[config.mk]
export PLATFORM = sky130hd
export DESIGN_NAME = piso_serializer_ctrl
export DESIGN_NICKNAME = d
export VERILOG_FILES = /design/src/rtl/piso_pkg.sv /design/src/rtl/piso_shift_core.sv /design/src/rtl/piso_serializer_ctrl.sv
export SDC_FILE = /design/constraint.sdc
export NUM_CORES = 1
export LEC_CHECK = 0
export CORE_AREA = 2 2 39 41
export DETAILED_ROUTE_END_ITERATION = 8
export DIE_AREA = 0 0 41 43
export SKIP_LAST_GASP = 1
export SLEW_MARGIN = 20
export SYNTH_ARGS = -nofsm -noshare
export SYNTH_HDL_FRONTEND = slang
export SYNTH_HIERARCHICAL = 1
export SYNTH_SLANG_ARGS = --single-unit
[constraint.sdc]
create_clock -name clk -period 3.41 [get_ports clk]
set_input_delay 0.682 -clock clk [delete_from_list [all_inputs] [get_ports clk]]
set_output_delay 0.682 -clock clk [all_outputs]
set_load 0.03 [all_outputs]
[src/rtl/piso_pkg.sv]
// Shared definitions for the PISO serializer controller slice.
// Optional feature macro used by this slice: PISO_PARITY_EN (even-parity trailer bit).
package piso_pkg;

  // Controller states; ST_PARITY is only reachable when PISO_PARITY_EN is defined.
  typedef enum logic [1:0] {
    ST_IDLE   = 2'd0,
    ST_SHIFT  = 2'd1,
    ST_PARITY = 2'd2,
    ST_GAP    = 2'd3
  } state_t;

  // Bits needed to count 0..n-1, never less than one bit so a zero-length gap still has a legal counter.
  function automatic int cntWidth(input int n);
    if (n <= 1) return 1;
    return $clog2(n);
  endfunction

endpackage

[src/rtl/piso_shift_core.sv]
// WIDTH-bit parallel-load, left-shifting register whose MSB feeds the serial line.
// Clear has priority over load, and load over shift.
module piso_shift_core #(
  parameter int WIDTH = 4
) (
  input  logic             clk,
  input  logic             reset,
  input  logic             load,
  input  logic             shift,
  input  logic             clear,
  input  logic [WIDTH-1:0] p_in,
  output logic             msb
);

  logic [WIDTH-1:0] r_shiftReg;

  // Hold, load a new word, or shift left with zero fill so the register drains to zero after a frame.
  always_ff @(posedge clk or negedge reset) begin
    if (!reset) begin
      r_shiftReg <= '0;
    end else if (clear) begin
      r_shiftReg <= '0;
    end else if (load) begin
      r_shiftReg <= p_in;
    end else if (shift) begin
      r_shiftReg <= {r_shiftReg[WIDTH-2:0], 1'b0};
    end
  end

  assign msb = r_shiftReg[WIDTH-1];

endmodule

[src/rtl/piso_serializer_ctrl.sv]
// PISO serializer controller: accepts words over valid/ready, shifts them out MSB-first with
// frame_start/frame_done strobes, then enforces GAP idle cycles. flush aborts a frame silently.
// Optional macro PISO_PARITY_EN appends an even-parity bit to each frame.
module piso_serializer_ctrl
  import piso_pkg::*;
#(
  parameter int WIDTH = 4,
  parameter int GAP   = 1
) (
  input  logic             clk,
  input  logic             reset,
  input  logic             in_valid,
  input  logic [WIDTH-1:0] in_data,
  output logic             in_ready,
  input  logic             flush,
  output logic             s_out,
  output logic             s_valid,
  output logic             frame_start,
  output logic             frame_done,
  output logic             busy
);

  localparam int BITW = cntWidth(WIDTH);
  localparam int GAPW = cntWidth(GAP);
  localparam logic [BITW-1:0] BIT_LAST = BITW'(WIDTH - 1);
  localparam logic [GAPW-1:0] GAP_LAST = GAPW'((GAP > 0) ? GAP - 1 : 0);

  state_t          r_state;
  state_t          w_nextState;
  logic [BITW-1:0] r_bitCnt;
  logic [GAPW-1:0] r_gapCnt;
  logic            w_handshake;
  logic            w_lastBit;
  logic            w_shift;
  logic            w_msb;

  // A flush in IDLE wins over in_valid, so it blocks the handshake even though in_ready is high.
  assign w_handshake = (r_state == ST_IDLE) && in_valid && !flush;
  assign w_lastBit   = (r_state == ST_SHIFT) && (r_bitCnt == BIT_LAST);
  assign w_shift     = (r_state == ST_SHIFT);

  piso_shift_core #(
    .WIDTH(WIDTH)
  ) u_shiftCore (
    .clk   (clk),
    .reset (reset),
    .load  (w_handshake),
    .shift (w_shift),
    .clear (flush),
    .p_in  (in_data),
    .msb   (w_msb)
  );

`ifdef PISO_PARITY_EN
  logic r_parity;

  // Even parity of the word is captured at the handshake so later in_data changes cannot affect it.
  always_ff @(posedge clk or negedge reset) begin
    if (!reset) begin
      r_parity <= 1'b0;
    end else if (flush) begin
      r_parity <= 1'b0;
    end else if (w_handshake) begin
      r_parity <= ^in_data;
    end
  end
`endif

  // State register.
  always_ff @(posedge clk or negedge reset) begin
    if (!reset) begin
      r_state <= ST_IDLE;
    end else begin
      r_state <= w_nextState;
    end
  end

  // Next-state logic; flush overrides everything and returns to IDLE without a gap.
  always_comb begin
    w_nextState = r_state;
    case (r_state)
      ST_IDLE: begin
        if (w_handshake) w_nextState = ST_SHIFT;
      end
      ST_SHIFT: begin
        if (w_lastBit) begin
`ifdef PISO_PARITY_EN
          w_nextState = ST_PARITY;
`else
          w_nextState = (GAP > 0) ? ST_GAP : ST_IDLE;
`endif
        end
      end
`ifdef PISO_PARITY_EN
      ST_PARITY: begin
        w_nextState = (GAP > 0) ? ST_GAP : ST_IDLE;
      end
`endif
      ST_GAP: begin
        if (r_gapCnt == GAP_LAST) w_nextState = ST_IDLE;
      end
      default: w_nextState = ST_IDLE;
    endcase
    if (flush) w_nextState = ST_IDLE;
  end

  // Bit and gap counters; both return to zero when their phase ends so IDLE always sees zeros.
  always_ff @(posedge clk or negedge reset) begin
    if (!reset) begin
      r_bitCnt <= '0;
      r_gapCnt <= '0;
    end else if (flush) begin
      r_bitCnt <= '0;
      r_gapCnt <= '0;
    end else begin
      if (w_handshake || w_lastBit) begin
        r_bitCnt <= '0;
      end else if (r_state == ST_SHIFT) begin
        r_bitCnt <= r_bitCnt + BITW'(1);
      end
      if ((r_state == ST_GAP) && (r_gapCnt != GAP_LAST)) begin
        r_gapCnt <= r_gapCnt + GAPW'(1);
      end else begin
        r_gapCnt <= '0;
      end
    end
  end

  // Output decode from registered state only, so no input reaches an output combinationally.
  always_comb begin
    s_out       = 1'b0;
    s_valid     = 1'b0;
    frame_start = 1'b0;
    frame_done  = 1'b0;
    case (r_state)
      ST_SHIFT: begin
        s_out       = w_msb;
        s_valid     = 1'b1;
        frame_start = (r_bitCnt == '0);
`ifndef PISO_PARITY_EN
        frame_done  = w_lastBit;
`endif
      end
`ifdef PISO_PARITY_EN
      ST_PARITY: begin
        s_out      = r_parity;
        s_valid    = 1'b1;
        frame_done = 1'b1;
      end
`endif
      default: begin
        s_out = 1'b0;
      end
    endcase
  end

  assign in_ready = (r_state == ST_IDLE);
  assign busy     = (r_state != ST_IDLE);

endmodule

-- Word-level counts from Yosys, hierarchy flattened
Cells that the tools add are included.
- register bits after elaboration: 9
- input port bits: 8
- output and inout bits: 6
- logic and storage cells: 41
- $add $sub $neg: 2
- eq/ne operators: 6
- multiplexer cells: 17
- reductions and logical operators: 12
- operators by type and width (kind ; number):
    $mux 2 ; 7
    $mux 4 ; 3
    $mux 1 ; 6
    $ne 3x3->1 const B ; 2
    $pmux 2 s3 ; 1
    $reduce_bool 3->1 ; 2
    $eq 2x2->1 const B ; 2
    $logic_and 1x1->1 ; 4
    $logic_not 2->1 ; 2
    $ne 3x1->1 const B ; 1
    $reduce_and 3->1 ; 1
    $add 2x1->2 const B ; 1
    $eq 2x1->1 const B ; 1
    $reduce_bool 2->1 ; 1
    $add 1x1->1 const B ; 1
    $logic_not 1->1 ; 1
    $logic_or 1x1->1 ; 1

-- Longest topological paths before layout
Gate-level depths: netlist of the first run.
- word-level depth: 6
- mapped depth: 5
- depth with buffers taken out: 5

-- Modules after synthesis
The synthesis of the first run kept the hierarchy.
- modules (own cells, without submodules) (module ; instances ; cells an instance ; area each (um^2) ; sequential area each (um^2)):
    piso_serializer_ctrl ; 1 ; 31 ; 287.8 ; 125.1
    piso_shift_core ; 1 ; 17 ; 192.7 ; 100.1

-- Least setup slack after synthesis of the first run
No wires, ideal clock.
- path kind: register -> register
- from: register r_state[1]
- to: register u_shiftCore.r_shiftReg[1]
- library setup time: 0.094 ns
- arrival: 1.925 ns
- required time: 3.316 ns
- setup slack: 1.391 ns
- stages on the path, launching flop included: 6
- buffers on the path: 0
- period minus slack after synthesis: 2.019 ns
- path through: dfrtp_1 > nor2_1 > inv_1 > nor3b_1 > inv_1 > a211oi_1
- word-level cells in the longest chain between the ends: 5
- elaborated cells between the ends (all ways): 7
- those cells by class: eq/ne (1); mux (2); reduce/logical (4)
- ends and longest elaborated chain (what ; RTL line ; source):
    start, declared ; piso_serializer_ctrl.sv:28 ; state_t r_state;
    start signal, assigned ; piso_serializer_ctrl.sv:74 ; r_state <= w_nextState;
    $logic_not 2->1 * ; - ;
    named net in_ready ; piso_serializer_ctrl.sv:14 ; output logic in_ready,
    $logic_and 1x1->1 * (2 in a row) ; piso_serializer_ctrl.sv:38 ; assign w_handshake = (r_state == ST_IDLE) && in_valid && !flush;
    named net w_handshake ; piso_serializer_ctrl.sv:32 ; logic w_handshake;
    $mux 4 ; piso_shift_core.sv:23 ; end else if (load) begin
    $mux 4 ; piso_shift_core.sv:21 ; end else if (clear) begin
    end signal, assigned ; piso_shift_core.sv:24 ; r_shiftReg <= p_in;
    end signal, assigned ; piso_shift_core.sv:26 ; r_shiftReg <= {r_shiftReg[WIDTH-2:0], 1'b0};
    end, declared ; piso_shift_core.sv:15 ; logic [WIDTH-1:0] r_shiftReg;
The timed path passes the listed nets; every way through them passes the cells marked *.
A chain may end at the register's enable or synchronous reset.

-- Worst setup path in the final report of the first run
- from: register r_state[1]
- to: output s_out
- word-level cells in the longest chain between the ends: 2
- ends and longest elaborated chain (what ; RTL line ; source):
    $eq 2x1->1 ; piso_serializer_ctrl.sv:135 ; case (r_state)
    $mux 1 ; piso_serializer_ctrl.sv:135 ;
    end, declared ; piso_serializer_ctrl.sv:16 ; output logic s_out,
No other way between the ends.

==> results.cfg, run 1 <==
[run_status]
status = completed

[routing]
wl_per_cell_microns = 10.9
met3_length_microns = 34
first_pass_iters = 3
drc = 0
vias = 377
antenna_left = 0
via_per_inst = 4.65
met2_wirelength_microns = 412
met1Wirelength_microns = 439
wl_microns = 886
top_layer_used = met3
drt-initial-drc-count = 7

[worst_setup_path]
crit_arrival_ps = 1870
r2r.worst_path.cells = 5
max_stage_delay_ps = 660
crit_chain = and2b_2 > and2_2 > clkdlybuf4s50_1
startpoint_type = flop
reg2reg_slack_ps = 1780
regToRegStartpoint = r_state[1]$_DFFE_PN0P_
reg2reg_to = u_shiftCore/r_shiftReg[2]$_DFFE_PN0P_
slowest_stage = clkdlybuf4s50_1
critPathMaxFanout = 8
critPathBufInv = 1
path_delay_family = buffers and inverters
end_kind = output port
worstPathRequired_ps = 2730
criticalPathCategory = flop to output port

[timing]
fin_ws_ps = 863
finalSetupViolations = 0
slew_viol_final = 0
tns_ps = 0
hold_violations = 0
max_slew_margin_pct = 65.3
skew_ps = 3.00
fmax_mhz = 393
period_minus_slack_ps = 2550
tightest_slew_ps = 520
fin_crit_sh_pct = 74.7
rsz0062_at_grt = no

[floorplanning]
coreArea_sq_um = 1380
rows = 14
io_pins = 14
fp.dieH_microns = 43
start_util_pct = 34.7
dieArea_sq_um = 1760
die_width_microns = 41

[place]
place_area_sq_um = 631
routabilityCongestion = 0.666
port_buffers = 13
pre_cts_ws_ps = 1130
dp_hpwl_microns = 700

[hold_path]
holdPathStages = 1
hold_end = r_bitCnt[0]$_DFFE_PN0P_
hp-start = r_bitCnt[0]$_DFFE_PN0P_
hold_class = flop to flop

[synth]
netlist_area_sq_um = 480
ys_warn_count = 6
seq_area_frac_synth_pct = 46.9
synth_seq_cells = 9
syn-num-nets = 58
syn-instance-count = 48
avgSynthCellArea_sq_um = 10.0
synth_cell_types = 16

[pwr]
clkPwrFrac_pct = 32.7
comb_power_share_pct = 19.9
power_density_nw_per_um2 = 374
vdd_drop_max_v = 0.000250
switchingPower_mw = 0.0641
share_seq_of_total_power_pct = 47.4
p_int_mw = 0.182
power_mw = 0.246
leakagePower_nw = 0.283
swShare_pct = 26.1

[global_routing]
track_usage_pct = 13.1
antenna_found_initial = 0
grt-ovfl-total = 0
grt_max_degree = 10
grt_pass1_wl_mm = 1.48
first_global_vias = 341

[final_layout]
num-fill-cells = 139
mostFrequentLayoutCells = clkdlybuf4s50_1, dfrtp_1, inv_1
syn_to_final_growth_pct = 36.7
layout_commonest_cell = clkdlybuf4s50_1
antennaDiodeCount = 0
final_nets = 76
fin_area_sq_um = 657
drive_above_1_share_pct = 12.3

[clocking]
cts_resized = 0
cts_hold_buf = 0
cts.sinks = 9
max-clock-path-buffers = 2
clk_latency_ps = 250
post-cts-setup-buffers = 0
clk_pin_slew_worst_paths_ps = 60
cts_tree = built
numCtsBuffers = 3
clockRootBuffer = clkbuf_4
h-tree-depth = 1

[run]
drv_cap = 0
-- final cells by class --
cell class	count	area, sq um	area share [%]
multi-input cells	34	236	36.0
flip-flops and latches	9	225	34.3
repair buffers	13	130	19.8
clock buffers	4	26.3	4.00
well taps	16	20.0	3.05
inverters	5	18.8	2.86
-- state kept, by name, summed over array words and instances, names as in the netlist --
signal / flops
u_shiftCore/r_shiftReg: 4
r_state: 2
r_bitCnt: 2
r_gapCnt: 1
-- worst max path at each step --
stage / startpoint / end / slack, ps / cells past startpoint
floorplan: r_state[1]$_DFFE_PN0P_ / u_shiftCore/r_shiftReg[1]$_DFFE_PN0P_ / 1390 / 5
global placement: r_state[1]$_DFFE_PN0P_ / s_out / 1130 / 3
detailed placement: r_state[1]$_DFFE_PN0P_ / s_out / 1130 / 3
CTS: r_state[1]$_DFFE_PN0P_ / s_out / 840 / 3
global route: r_state[1]$_DFFE_PN0P_ / s_out / 760 / 3
finish: r_state[1]$_DFFE_PN0P_ / s_out / 860 / 3
-- cells by family after synthesis --
group	share of synthesized area (%)
other cells	0.781
compound gates	11.5
fa+ha+maj	5.21
flops	46.9
simple gates	23.4
buf+inv	3.91
mux	8.33
-- synthesized netlist by cell type --
cell	number	share of area (%)
nor2_1	4	3.1
o21ai_0	2	2.1
and2b_2	1	1.8
ha_1	2	5.2
inv_1	5	3.9
nand2_1	3	2.3
conb_1	1	0.78
a211oi_1	4	6.3
a21oi_1	3	3.1
mux2i_1	4	8.3
nor2b_1	3	3.9
nor3b_2	1	2.6
dfrtp_1	9	47
or3b_1	1	1.8
nor3b_1	2	3.1
and2_2	3	4.7
-- power groups by stage --
stage | logic (mW) | registers, mW | clock network [mW]
finish | 0.0489 | 0.117 | 0.0803
global route | 0.0543 | 0.117 | 0.0877
CTS | 0.0495 | 0.117 | 0.0844
detailed placement | 0.0493 | 0.119 | 0
global placement | 0.0493 | 0.119 | 0
floorplan | 0.0269 | 0.118 | 0
-- per-layer routing --
metal,vias up,track usage (%)
met5,-,0
met1,175,19.5
met2,7,15.6
met4,0,8.00
li1,195,-
met3,0,4.71
-- stage by stage --
stage                     hold slack, ps  util, %  cells
after floorplan                      386        -     48
after CTS                            515     47.5     81
after detailed placement             501     45.6     77
after global placement               511     45.6     77
after global routing                 548     47.5     81
final                                513     47.5     81
(Power assumes the default switching activity.)
==> inputs of run 2 (changes only) <==
==> constraint.sdc (replaced) <==
create_clock -name clk -period 2.6 [get_ports clk]
set_input_delay 0.52 -clock clk [delete_from_list [all_inputs] [get_ports clk]]
set_output_delay 0.52 -clock clk [all_outputs]
set_load 0.03 [all_outputs]
==> results.cfg, run 2 (synthesized netlist as in run 1, its figures left out) <==
[worst_setup_path]
r2r.worst_path.cells = 5
cp-startpoint = r_state[1]$_DFFE_PN0P_
critPathBufInv = 1
startpoint_type = flop
crit_arrival_ps = 1860
crit_cells = 3
regToRegStartpoint = r_state[1]$_DFFE_PN0P_
slowest_stage = clkdlybuf4s50_1
worstPathRequired_ps = 2080
path_delay_family = buffers and inverters
criticalPathCategory = flop to output port
end_kind = output port
critPathMaxFanout = 8
max_stage_delay_ps = 650
crit_chain = and2b_2 > and2_2 > clkdlybuf4s50_1

[clocking]
post-cts-setup-buffers = 0
cts_hold_buf = 0
cts_tree = built
cts.sinks = 9
cts_resized = 0
numCtsBuffers = 3
clk_pin_slew_worst_paths_ps = 60
h-tree-depth = 1
clk_latency_ps = 260
max-clock-path-buffers = 2
clockRootBuffer = clkbuf_4

[timing]
max_slew_margin_pct = 61.3
fmax_mhz = 420
tightest_slew_ps = 579
fin_crit_sh_pct = 91.5
finalSetupViolations = 0
period_minus_slack_ps = 2380
slew_viol_final = 0
rsz0062_at_grt = no
tns_ps = 0
hold_violations = 0
skew_ps = 1.45
hold_slack_ps = 531

[hold_path]
hold_class = flop to flop
holdPathStages = 1
hp-start = r_bitCnt[0]$_DFFE_PN0P_

[floorplanning]
fp.dieH_microns = 43
io_pins = 14
dieArea_sq_um = 1760
start_util_pct = 34.7
die_width_microns = 41
coreArea_sq_um = 1380
rows = 14

[final_layout]
reg.largest.list = u_shiftCore/r_shiftReg x4, r_bitCnt x2, r_state x2
drive_above_1_share_pct = 15.2
largest_reg_flops = 4
syn_to_final_growth_pct = 38.5
largest-register = u_shiftCore/r_shiftReg
layout_commonest_cell = clkdlybuf4s50_1
final_nets = 77
mostFrequentLayoutCells = clkdlybuf4s50_1, dfrtp_1, inv_1
antennaDiodeCount = 0

[place]
dp_hpwl_microns = 702
port_buffers = 13
routabilityCongestion = 0.691

[global_routing]
grt-ovfl-total = 0
grt_pass1_wl_mm = 1.66
track_usage_pct = 14.5
antenna_found_initial = 0
grt_max_degree = 10
first_global_vias = 383

[routing]
wl_microns = 940
vias = 380
wl_per_cell_microns = 11.5
drt-initial-drc-count = 4
drc = 0
via_per_inst = 4.63
antenna_left = 0
first_pass_iters = 4

[pwr]
leakagePower_nw = 0.290
vdd_drop_max_v = 0.000299
power_density_nw_per_um2 = 492

[run_status]
status = completed

[run]
drv_cap = 0
run 2: cell type report:
class	count	area, sq um
sequential	9	225
tap	16	20.0
inverter	5	18.8
fill	134	718
timing repair buffer	14	138
clock buffer	3	22.5
multi-input combinational	34	236
clock inverter	1	5.00
run 2: path summary, 6_finish.rpt:
check,slack [ps],to
max reg2reg,830,u_shiftCore/r_shiftReg[2]$_DFFE_PN0P_
max,220,frame_start
max in group asynchronous,1750,u_shiftCore/r_shiftReg[3]$_DFFE_PN0P_
min,530,r_bitCnt[0]$_DFFE_PN0P_
min in group asynchronous,550,u_shiftCore/r_shiftReg[0]$_DFFE_PN0P_
min reg2reg,530,r_bitCnt[0]$_DFFE_PN0P_
run 2: stage by stage:
stage | util [%] | power (mW) | worst slack, ps | cell area, sq um | cells
3_5_place_dp | 46.1 | 0.222 | 494 | 638 | 78
3_3_place_gp | 46.1 | 0.222 | 518 | 638 | 78
4_1_cts | 48.1 | 0.334 | 194 | 666 | 82
2_1_floorplan | - | 0.190 | 581 | 480 | 48
5_1_grt | 48.1 | 0.349 | 107 | 666 | 82
6_report | 48.1 | 0.327 | 220 | 666 | 82
run 2: per-layer routing:
metal,vias up,share of wire (%),track usage [%]
met5,-,0,0
met4,0,0,4.00
met3,0,6.1,9.42
met2,12,45,20.0
met1,171,49,18.2
li1,197,-,-
run 2: power by group:
group	total [mW]	internal, mW	switching [mW]
clock network	0.108	0.0568	0.0514
logic	0.0654	0.0325	0.0329
registers	0.154	0.148	0.00594
total	0.327	0.237	0.0903
==> inputs of run 3 (changes only) <==
--- a/config.mk
+++ b/config.mk
@@ -5,6 +5,7 @@
 export SDC_FILE = /design/constraint.sdc
 export NUM_CORES = 1
 export LEC_CHECK = 0
+export ABC_CLOCK_PERIOD_IN_PS = 2600
 export CORE_AREA = 2 2 39 41
 export DETAILED_ROUTE_END_ITERATION = 8
 export DIE_AREA = 0 0 41 43
==> results of run 3 <==
Same layout as run 2: the final DEF is identical, and so are final timing and power.
==> RTL change 1 (config.mk and constraints of run 3) <==
`WIDTH` is set to 4 in 2 places; all go to 6.
--- a/src/rtl/piso_shift_core.sv
+++ b/src/rtl/piso_shift_core.sv
@@ -2,5 +2,5 @@
 // Clear has priority over load, and load over shift.
 module piso_shift_core #(
-  parameter int WIDTH = 4
+  parameter int WIDTH = 6
 ) (
   input  logic             clk,
--- a/src/rtl/piso_serializer_ctrl.sv
+++ b/src/rtl/piso_serializer_ctrl.sv
@@ -5,5 +5,5 @@
   import piso_pkg::*;
 #(
-  parameter int WIDTH = 4,
+  parameter int WIDTH = 6,
   parameter int GAP   = 1
 ) (
Interface: changed (resized in_data); port bits go from 14 to 16. No check against the original RTL was run, so the function may have changed too.
==> RTL change 1 against run 3 <==
- core utilization is 14 points higher
- sequential cell count is 3 higher
- critical path type unchanged
- worst setup slack worse by 0.069 ns
- total power is 34% higher
- hold slack better by 0.026 ns
- cell area is 30% higher
- routed wire length is 28% higher
- critical path depth stayed put
- critical endpoint unchanged
- synthesized area is 34% higher
==> RTL change 1: results <==
export IMPL_capture_endpoint_of_the_worst_hold_path="r_state[0]"
export IMPL_timing_reg2reg_setup_slack_ns=1.13
export IMPL_globalplace_congestion=0.599
export IMPL_grt_start_max_net_pins=13
export IMPL_synth_yosys_seq_area_share_pct=46.6
export IMPL_cp_arrival_ns=1.93
export IMPL_p_leak_nw=0.387
export IMPL_cts_clk_slew_worst_paths_ns=0.08
export IMPL_fin_hold_ws_ns=0.557
export IMPL_relSlewSlack_pct=64.2
export IMPL_drive_above_1_share_pct=9.52
export IMPL_post_synth_cell_area_avg_um2=10.2
export IMPL_run_status="finished, final reports clean"
export IMPL_post_synth_main_area_contributors="dfrtp_1 (47%), mux2i_1 (7.8%), nor2b_1 (6.8%)"
export IMPL_viasPerCell=5.16
export IMPL_route_final_wire_length_um=1200
export IMPL_min_path_cells=2
export IMPL_timing_rr_end="u_shiftCore/r_shiftReg[4]"
export IMPL_reg_largest_list="u_shiftCore/r_shiftReg: 6 flops, r_bitCnt: 3 flops, r_state: 2 flops"
export IMPL_irDropWorstVdd_mv=0.304
export IMPL_dp_final_hpwl_um=910
export IMPL_gr_usage_all_layers_pct=16.5
export IMPL_buffer_ports_inserted=15
export IMPL_skew_ns=0.00372
export IMPL_synth_lib_cells_used_distinct=22
export IMPL_switching_power_w=0.000115
export IMPL_drt_initial_drc_count=14
export IMPL_synth_fp_nets=76
export IMPL_numPlacedInstances=96
RTL change 1: cell types whose count changed in the layout (fill, tap and decap cells not counted), sizes merged, moves of 2 or more:
cell                  run 3  this run
a32oi                     0         2
nor3b                     3         1
clkdlybuf4s50            13        15
nor2b                     3         7
and2                      3         1
buf                       1         4
and3b                     0         2
dfrtp                     9        12
nor2                      4         2
nand2                     3         6
RTL change 1: logic make-up (layout without fill, tap and decap cells):
kind of cell | count (synthesis) | in the layout | share of synthesized area (%)
adder cells (fa/ha/maj) | 3 | 3 | 5.83
flip-flops | 12 | 12 | 46.6
multiplexers | 5 | 5 | 7.77
AO/OA/AOI/OAI | 13 | 13 | 13.6
other | 1 | 1 | 0.582
buffers and inverters | 6 | 27 | 5.24
AND/OR/NAND/NOR | 23 | 23 | 20.4
RTL change 1: power by group through the flow:
stage          Clock [W]  Combinational, W  Sequential, W
2_1_floorplan          0         0.0000472       0.000205
3_3_place_gp           0         0.0000849       0.000206
3_5_place_dp           0         0.0000858       0.000206
4_1_cts         0.000155         0.0000859       0.000203
5_1_grt         0.000164         0.0000933       0.000204
6_report        0.000152         0.0000846       0.000203
RTL change 1: per-layer routing:
layer / vias to the layer above / share of wire (%) / GRT usage [%]
met5: - / 0 / 0
met4: 0 / 0.92 / 12.0
met3: 2 / 3.1 / 1.57
met2: 14 / 50 / 25.3
met1: 239 / 45 / 20.3
li1: 261 / - / -
RTL change 1: layout make-up:
cell class | instances | area, µm²
fill | 122 | 522
multi-input combinational | 45 | 310
sequential | 12 | 300
timing repair buffer | 19 | 180
clock buffer | 4 | 36.3
tap | 16 | 20.0
inverter | 4 | 15.0
RTL change 1: worst max path at each step:
stage	startpoint	endpoint	depth (start not counted)
3_5_place_dp	r_state[0]	frame_start	3
5_1_grt	r_state[0]	frame_done	3
6_report	r_state[0]	frame_start	3
2_1_floorplan	r_state[1]	u_shiftCore/r_shiftReg[1]	4
3_3_place_gp	r_state[0]	frame_start	3
4_1_cts	r_state[0]	frame_start	3
RTL change 1: through the flow:
stage | setup WS, ns | instance area, µm²
detailed placement | 0.463 | 826
CTS | 0.144 | 862
floorplan | 0.925 | 644
global placement | 0.481 | 826
global route | 0.00164 | 862
finish | 0.151 | 862
RTL change 1: worst reg2reg max path: stages (launching register included):
cell and delay, ns:
dfrtp_1 0.42, or2_1 0.28, nor3b_1 0.22, buf_4 0.18
inv_1 0.09, a211oi_1 0.20
==> RTL change 2 (config.mk and constraints of run 3) <==
Without the edit above. The 4 states of `state_t` get a one-hot encoding in 4 bits.
--- a/src/rtl/piso_pkg.sv
+++ b/src/rtl/piso_pkg.sv
@@ -4,9 +4,9 @@
 
   // Controller states; ST_PARITY is only reachable when PISO_PARITY_EN is defined.
-  typedef enum logic [1:0] {
-    ST_IDLE   = 2'd0,
-    ST_SHIFT  = 2'd1,
-    ST_PARITY = 2'd2,
-    ST_GAP    = 2'd3
+  typedef enum logic [3:0] {
+    ST_IDLE   = 4'b0001,
+    ST_SHIFT  = 4'b0010,
+    ST_PARITY = 4'b0100,
+    ST_GAP    = 4'b1000
   } state_t;
 
Check against the original RTL: same outputs for any inputs over 10 cycles, from zero or initial values and one cycle with reset low; not proved beyond that.
==> RTL change 2 against run 3 <==
- sequential cell count grew 1
- synthesized area grew 15%
- cell area grew 13%
- worst setup slack gained 0.012 ns
- maximum frequency grew 0.52%
- non-clock buffer count grew 1
- via count grew 11%
- clock power grew 29%
- critical path depth is the same
- total power grew 16%
- routed wire length grew 2.7%
- combinational power grew 4.9%
- sequential power grew 12%
==> RTL change 2: results <==
export IMPL_placed_instance_area_um2=718
export IMPL_grt_start_max_net_pins=11
export IMPL_clock_path_buffers=2
export IMPL_reg_largest_list="u_shiftCore/r_shiftReg: 4 flops, r_state: 3 flops, r_bitCnt: 2 flops"
export IMPL_nFillCells=133
export IMPL_p_leak_nw=0.315
export IMPL_globalplace_congestion=0.635
export IMPL_grt_first_pass_wirelength_um=1800
export IMPL_irDropWorstVdd_mv=0.256
export IMPL_post_synth_cell_area_avg_um2=10.8
export IMPL_route_final_wire_length_um=965
export IMPL_synth_lib_cells_used_distinct=23
export IMPL_run_status="finished, final reports clean"
export IMPL_cts_setup_buffers=0
export IMPL_cts_repair_resized=0
export IMPL_synth_fp_nets=61
export IMPL_netlist_top_cells_count="dfrtp_1 (9), a211oi_1 (4), inv_1 (4), nand2_1 (4)"
export IMPL_via_count=422
export IMPL_synth_yosys_seq_area_share_pct=45.5
export IMPL_design_final_nets=81
export IMPL_cts_inserted_buffers=3
export IMPL_cp_arrival_ns=1.85
export IMPL_hold_path_class="flip-flop to flip-flop"
export IMPL_first_global_vias=432
export IMPL_yosys_warnings=6
export IMPL_numPlacedInstances=82
export IMPL_skew_ns=0.00479
export IMPL_buffer_ports_inserted=13
export IMPL_area_growth_syn_to_layout_pct=36.4
export IMPL_antenna_left=0
export IMPL_post_drt_wl_per_cell_um=11.2
export IMPL_gr_usage_all_layers_pct=15.4
export IMPL_dp_final_hpwl_um=774
export IMPL_post_synth_main_area_contributors="dfrtp_1 (41%), nor3b_4 (6.8%), mux2i_1 (5.4%)"
export IMPL_cts_htree_levels=1
export IMPL_crit_path_max_fanout=6
export IMPL_cts_clk_slew_worst_paths_ns=0.07
export IMPL_drt_initial_drc_count=5
export IMPL_number_of_antenna_violations_at_the_first_check_in_global_routing=0
export IMPL_drive_above_1_share_pct=20.0
-- RTL change 2: layout make-up --
class                           instances  area share [%]
Clock buffer                            4            4.81
Inverter                                4            1.99
Multi-Input combinational cell         37            38.0
Sequential cell                        10            33.3
Tap cell                               16            2.65
Timing Repair Buffer                   15            19.2
-- RTL change 2: per-layer routing --
layer	up-vias	routed length (µm)	global-route usage (%)
li1	216	-	-
met1	190	428	21.1
met2	14	467	21.3
met3	2	62	3.14
met4	0	6	10.0
met5	-	0	0
-- RTL change 2: worst paths after layout --
| path | slack [ns] | startpoint | depth (start not counted) | end |
|---|---|---|---|---|
| setup / recovery | 0.23 | r_state[1] | 3 | s_out |
| hold / removal | 0.54 | r_bitCnt[1] | 1 | r_bitCnt[1] |
| setup reg to reg | 0.91 | r_state[0] | 5 | u_shiftCore/r_shiftReg[2] |
| hold reg to reg | 0.54 | r_bitCnt[1] | 1 | r_bitCnt[1] |
| max in group asynchronous | 1.69 | reset | 1 | r_state[0] |
| min in group asynchronous | 0.57 | reset | 1 | u_shiftCore/r_shiftReg[0] |
-- RTL change 2: where the power goes --
part | internal, W | switching [W] | leakage (nW)
clock network | 0.0000850 | 0.0000539 | 0.0210
logic | 0.0000355 | 0.0000332 | 0.162
registers | 0.000165 | 0.00000773 | 0.131
total | 0.000285 | 0.0000948 | 0.315
-- RTL change 2: cells by family (layout without fill, tap and decap cells) --
group | after synthesis | in the layout | share of synthesized area (%)
compound gates | 11 | 11 | 13.6
fa+ha+maj | 2 | 2 | 4.52
buf+inv | 4 | 23 | 2.71
flops | 10 | 10 | 45.5
mux | 4 | 4 | 7.47
other cells | 1 | 1 | 0.678
simple gates | 19 | 19 | 25.6
-- RTL change 2: critical path, cell delays in order (launching register included) --
cell             delay [ns]
dfrtp_1                0.46
nor3b_4                0.29
and2_2                 0.18
clkdlybuf4s50_1        0.66
-- RTL change 2: metrics by stage --
step / power [W] / setup WS, ns / util, %
2_1_floorplan: 0.000212 / 0.723 / -
4_1_cts: 0.000387 / 0.202 / 54.5
5_1_grt: 0.000405 / 0.133 / 54.5
3_5_place_dp: 0.000245 / 0.500 / 51.9
6_report: 0.000380 / 0.232 / 54.5
3_3_place_gp: 0.000245 / 0.503 / 51.9
